$ cat src/rtl/lcd_pixel_packer.sv
// Packs pairs of RGB565 pixels into 32-bit words for the LCD pixel FIFO,
// counts pixels per frame and pulses o_frameError on framing violations.
module lcd_pixel_packer #(
  parameter int FRAME_PIXELS = 76800,
  parameter int COUNT_WIDTH  = 17
) (
  input  logic                   i_clock,
  input  logic                   i_nReset,
  input  logic [15:0]            i_pixelData,
  input  logic                   i_pixelValid,
  input  logic                   i_frameStart,
  output logic                   o_pixelReady,
  output logic [31:0]            o_fifoData,
  output logic                   o_fifoValid,
  input  logic                   i_fifoFull,
  output logic                   o_frameError,
  output logic [COUNT_WIDTH-1:0] o_pixelCount
);

  typedef enum logic {
    S_LOW,
    S_HIGH
  } state_t;

  localparam logic [COUNT_WIDTH-1:0] FRAME_LEN = COUNT_WIDTH'(FRAME_PIXELS);
  localparam logic [COUNT_WIDTH-1:0] ONE       = COUNT_WIDTH'(1);

  state_t                  state_q, state_d;
  logic [15:0]             held_q, held_d;
  logic [31:0]             word_q, word_d;
  logic                    pending_q, pending_d;
  logic                    error_q, error_d;
  logic [COUNT_WIDTH-1:0]  count_q, count_d;
  logic                    accept;

  // A stalled word blocks new pixels, so a formed word can never be overwritten.
  assign o_pixelReady = !(pending_q && i_fifoFull);
  assign accept       = i_pixelValid && o_pixelReady;

  always_comb begin
    // NOTE: every signal gets a default before any branch so no latch is inferred.
    state_d   = state_q;
    held_d    = held_q;
    word_d    = word_q;
    pending_d = pending_q && i_fifoFull;
    error_d   = 1'b0;
    count_d   = count_q;

    if (accept) begin
      if (i_frameStart) begin
        // A half-filled word at a frame start is dropped rather than padded.
        count_d = ONE;
        error_d = ((count_q != '0) && (count_q != FRAME_LEN)) || (state_q == S_HIGH);
        held_d  = i_pixelData;
        state_d = S_HIGH;
      end else begin
        if (count_q == FRAME_LEN) begin
          error_d = 1'b1;
          count_d = ONE;
        end else begin
          count_d = count_q + ONE;
        end

        if (state_q == S_LOW) begin
          held_d  = i_pixelData;
          state_d = S_HIGH;
        end else begin
          word_d    = {i_pixelData, held_q};
          pending_d = 1'b1;
          state_d   = S_LOW;
        end
      end
    end
  end

  // NOTE: state is updated with non-blocking assignments only, so all flops sample together.
  always_ff @(posedge i_clock or negedge i_nReset) begin
    if (!i_nReset) begin
      state_q   <= S_LOW;
      held_q    <= '0;
      word_q    <= '0;
      pending_q <= 1'b0;
      error_q   <= 1'b0;
      count_q   <= '0;
    end else begin
      state_q   <= state_d;
      held_q    <= held_d;
      word_q    <= word_d;
      pending_q <= pending_d;
      error_q   <= error_d;
      count_q   <= count_d;
    end
  end

  assign o_fifoData   = word_q;
  assign o_fifoValid  = pending_q;
  assign o_frameError = error_q;
  assign o_pixelCount = count_q;

endmodule
$ cat config.mk
export PLATFORM = sky130hd
export DESIGN_NAME = lcd_pixel_packer
export DESIGN_NICKNAME = d
export VERILOG_FILES = /design/src/rtl/lcd_pixel_packer.sv
export SDC_FILE = /design/constraint.sdc
export NUM_CORES = 1
export LEC_CHECK = 0
export ABC_AREA = 1
export CAP_MARGIN = 15
export CORE_ASPECT_RATIO = 0.75
export CORE_MARGIN = 5
export CORE_UTILIZATION = 45
export CTS_CLUSTER_SIZE = 14
export DETAILED_ROUTE_END_ITERATION = 7
export PLACE_DENSITY = 0.73
export SETUP_SLACK_MARGIN = 0.3
export SYNTH_ARGS = -nofsm -noshare
export SYNTH_HDL_FRONTEND = slang
export SYNTH_SLANG_ARGS = --single-unit
$ cat constraint.sdc
create_clock -name i_clock -period 2 [get_ports i_clock]
set_input_delay 0.3 -clock i_clock [delete_from_list [all_inputs] [get_ports i_clock]]
set_output_delay 0.3 -clock i_clock [all_outputs]
set_load 0.005 [all_outputs]
Word-level counts from Yosys, hierarchy flattened:

Index checks and enable logic that the tools add are counted.

* add/subtract/negate cells: 1
* multipliers: 0
* div/mod/pow operators: 0
* $lt $le $gt $ge: 0
* equality and inequality tests: 3
* shift-type cells: 0
* muxes and demuxes: 12
* bitwise logic cells: 1
* reductions and logical operators: 8

Operator list (count)
* 17-bit two-way mux: 2
* 16-bit two-way mux: 2
* 17-bit by 1-bit adder with 17-bit output, second input constant: 1
* 17-bit == test, second input constant: 1
* 17-bit inequality test, second input constant: 1
* 17-bit nonzero test: 1
* 1-bit two-way mux: 8
* 1-bit logical AND: 3
* 3-bit AND reduction: 1
* 2-bit inequality test, second input constant: 1
* 2-bit AND reduction: 1
* 1-bit logical NOT: 1
* 1-bit logical OR: 1
* 1-bit NOT: 1

* register bits: 68
* bits in latches: 0
* RAM bits: 0
* bits in read-only memories: 0
* bits of input ports: 21
* output and inout bits: 52
* logic and storage cells: 31
* memories kept: 0

Longest topological paths before layout:

* depth in word-level cells: 5
* mapped depth: 10
* mapped depth without buffers: 9

Worst setup path after synthesis:

OpenSTA, ideal clock, no wires.

* path kind: reg-to-reg
* from: reg pending_q, in the netlist o_fifoValid
* to: reg word_q[0], in the netlist o_fifoData[0]
* setup time: 0.125 ns
* arrival time: 1.319 ns
* required time: 1.875 ns
* slack: 0.556 ns
* cell stages (with the launch flop): 7
* path buffers: 2
* period minus slack after synthesis: 1.444 ns
* cells stage by stage: dfrtp_1 > nand2_2 > nand2_4 > buf_6 > nor2_8 > buf_12 > mux2_4

* longest elaborated chain between the ends: 4

RTL lines
* start: declaration: line 31 `logic pending_q, pending_d;`
* start signal: assignment: line 89 `pending_q <= pending_d;`
* 1-bit logical AND: line 37 `assign o_pixelReady = !(pending_q && i_fifoFull);`
* 1-bit logical NOT: line 37
* via o_pixelReady: line 12 `output logic o_pixelReady,`
* 1-bit logical AND: line 38 `assign accept = i_pixelValid && o_pixelReady;`
* 3-bit AND reduction (no source line)
* end signal: assignment: line 88 `word_q <= word_d;`
* end: declaration: line 30 `logic [31:0] word_q, word_d;`

The timed path passes the listed nets, and every way through them passes these cells.
A chain may end at the register's enable or synchronous reset.

Worst setup path in the final report:

* from: reg count_q[0], in the netlist o_pixelCount[0]
* to: out o_pixelCount[0]

RTL lines
* start: declaration: line 33 `logic [COUNT_WIDTH-1:0] count_q, count_d;`
* start signal: assignment: line 91 `count_q <= count_d;`
* end: declaration: line 17 `output logic [COUNT_WIDTH-1:0] o_pixelCount`

No word-level cell between the ends.

==> run metrics <==
Hold WC Path Type in2async; startpoint of the most critical register-to-register path o_pixelCount[1]; number of synthesized flops with an enable pin 0; post-synthesis area per instance 11.1 um^2; highest fanout seen on the critical path 5; critical path arrival 1.33 ns; area taken by multi-input logic gates approximately 1300 um^2; clock period minus final worst setup slack about 1.6 ns; Slew Limit Fails 0; setup repair after global routing missed its margin false; Reg power frac about two fifths; crit path capture type output pin; cell with the most instances after synthesis dfrtp_1; Worst-path clk slew around 0.070 ns; total of fill cells in the finished design roughly 560; most area-consuming cells after synthesis dfrtp_1, mux2_4, mux2_2; total number of clock tree sinks 68; ports placed on the boundary between 70 and 80; final RePlAce weighted congestion just over 0.9; number of antenna violations at the first check in global routing 0; critical register-to-register path endpoint o_pixelCount[4]; maximum operating frequency between 600 and 700 MHz; primary flip-flop cell chosen by synthesis mapping dfrtp_1; DR vias roughly 2200; cells after synthesis 287; number of warnings printed during yosys synthesis 0; wire length per cell after detailed routing around 15 um; CTS Root Buffer Type clkbuf_8; clock tree from TritonCTS done; syn_nets 310; sum of net half-perimeters after detailed placement 4.75 mm; cell area after technology mapping approximately 3200 um^2; asr flop ratio synth 100%; setup TNS after final layout 0 ns; H-tree levels 3; share of the core filled with cells in the final layout about 62%; transition time at the pin with the least slew margin about 0.36 ns; Clock power frac between 20% and 30%; Die Y-Extent around 83 um; cell type with the largest total area after synthesis dfrtp_1; leakage component of the power a little under 2 nW; number of placement rows 26; count of different cell masters after synthesis 26; Final Hold Violating Endpoints 0; Post-synth top cells dfrtp_1, nand2_1, nor2_1; synthesized flop and latch total 68; net switching share of the total power between 20% and 30%; total die area 8910 um^2; effective utilization at floorplan between 40 and 50%; first-pass detailed-route iteration total 4; count of endpoints failing setup in the final report 0; largest clock skew in the final design 0.00557 ns; Power Dens Cells 1100 nW/um^2; area fraction of the dominant cell type after synthesis 53.2%; Storage cell area approximately 1700 um^2; number of buffers added for setup after CTS 0; wire length of the first global-routing pass between 10 and 15 mm; category of the critical setup timing path reg2out; total routing usage reported by global routing ~16%; insertion delay to the later sink of the worst-skew pair 0.34 ns; net total in the final layout 393; Setup crit start o_pixelCount[0]; Max Root-Sink Buffers 2; antenna fix cells 0; power share of the combinational group 29.5%; kind of start point of the critical path register; number of violations of the max-capacitance limit 0; total detailed-routing wirelength just under 7 mm; layout cells sized above 1 between 20% and 30%; number of nets still failing antenna checks after routing 0; maximum vdd ir drop between 0.5 and 0.6 mV; worst reg-to-reg path cell count 9; post-route clock period utilization approximately four fifths; area grow syn2layout 34.0%; maximum number of pins on one net before global-route repair 69; Req. time, crit path between 1.5 and 2 ns; number of buffers created by CTS 9; overall die width 107 um; routed vias/inst 4.75; total of buffers placed on input and output ports approximately 70; Starting DRT DRC Count about 120; slack of the worst reg-to-reg path 0.42 ns; total core area ~6900 um^2; outcome complete, no violations; termination of the worst setup path o_pixelCount[0]; via count of the first global-routing pass about 2300; overflow left after global routing 0; Max transition margin approximately 76%; DRC 0; share of the yosys chip area belonging to registers a little over half; sw power ~1.2 mW; internal power around 3.5 mW
-- power by group through the flow --
stage,Sequential (mW),Clock [mW],Combinational (mW)
after floorplan,1.98,0,0.616
after global placement,1.98,0,1.37
after detailed placement,1.99,0,1.40
after CTS,1.97,1.39,1.41
after global routing,2.03,1.44,1.49
final,1.97,1.36,1.39
-- per-layer routing --
metal  track usage (%)  part of all wire (%)  vias up
met5                 0                     0        -
met4              5.92                   1.6        0
met3              4.03                   5.9        9
met2              23.4                    45       63
met1              23.0                    47     1083
li1                  -                     -     1089
-- layout by cell type (no fill, tap or decap), drive strengths merged, types with 2 or more instances in the layout --
cell	count
inv	32
nand3	16
clkinvlp	4
o21ai	6
bufinv	3
a21oi	3
xor2	7
ha	2
nand4	6
nor2	35
dfrtp	68
clkdlybuf4s50	70
buf	6
nor3	2
clkbuf	9
mux2	46
nand2	53
-- flip-flops by register name, summed over array words and instances (netlist names) --
register      count
state_q           1
o_fifoValid       1
o_fifoData       32
o_pixelCount     17
o_frameError      1
held_q           16
-- critical path, cell delays in order (launching register included) --
cell,delay (ns)
dfrtp_1,0.37
buf_6,0.12
clkdlybuf4s50_1,0.50
-- stage by stage --
step / power [mW] / setup slack (ns) / std cells / hold slack, ns / area, um^2
floorplan: 2.59 / 0.556 / 287 / 0.00441 / 3200
global placement: 3.36 / 0.178 / 455 / 0.345 / 4000
detailed placement: 3.39 / 0.140 / 455 / 0.348 / 4000
CTS: 4.77 / 0.304 / 471 / 0.498 / 4250
global route: 4.96 / 0.298 / 472 / 0.511 / 4280
finish: 4.72 / 0.369 / 472 / 0.495 / 4280
-- logic make-up (layout without fill, tap and decap cells) --
family | after synthesis | in the layout | synth area share, %
adder cells (fa/ha/maj) | 2 | 2 | 0.783
AND/OR/NAND/NOR | 114 | 114 | 15.9
buffers and inverters | 40 | 127 | 7.04
multiplexers | 46 | 46 | 19.5
AO/OA/AOI/OAI | 10 | 10 | 1.60
flip-flops | 68 | 68 | 53.2
XOR/XNOR | 7 | 7 | 1.92
-- worst min-delay path by stage --
stage	start	end	slack [ns]
final	i_nReset	o_pixelCount[16]	0.50
after global routing	held_q[11]	o_fifoData[11]	0.51
after CTS	held_q[6]	o_fifoData[6]	0.50
after detailed placement	i_nReset	o_pixelCount[16]	0.35
after global placement	i_nReset	o_pixelCount[16]	0.34
after floorplan	i_nReset	held_q[0]	0.004
-- layout make-up --
type                       count  area share [%]
clock inverter                 6            2.66
tap                           98            2.86
timing repair buffer          78            18.5
clock buffer                   9            2.89
sequential                    68            39.8
inverter                      33            3.04
timing repair inverter         1           0.175
multi-input combinational    179            30.0
-- repair_timing --
item	CTS	global route
pin swaps	0	1
endpoints found under the hold margin	68	0
hold buffers	1	0
gates resized for setup	1	12
endpoints found under the setup margin	11	18
gates cloned	0	1
Power figures use the tool's default switching activity.
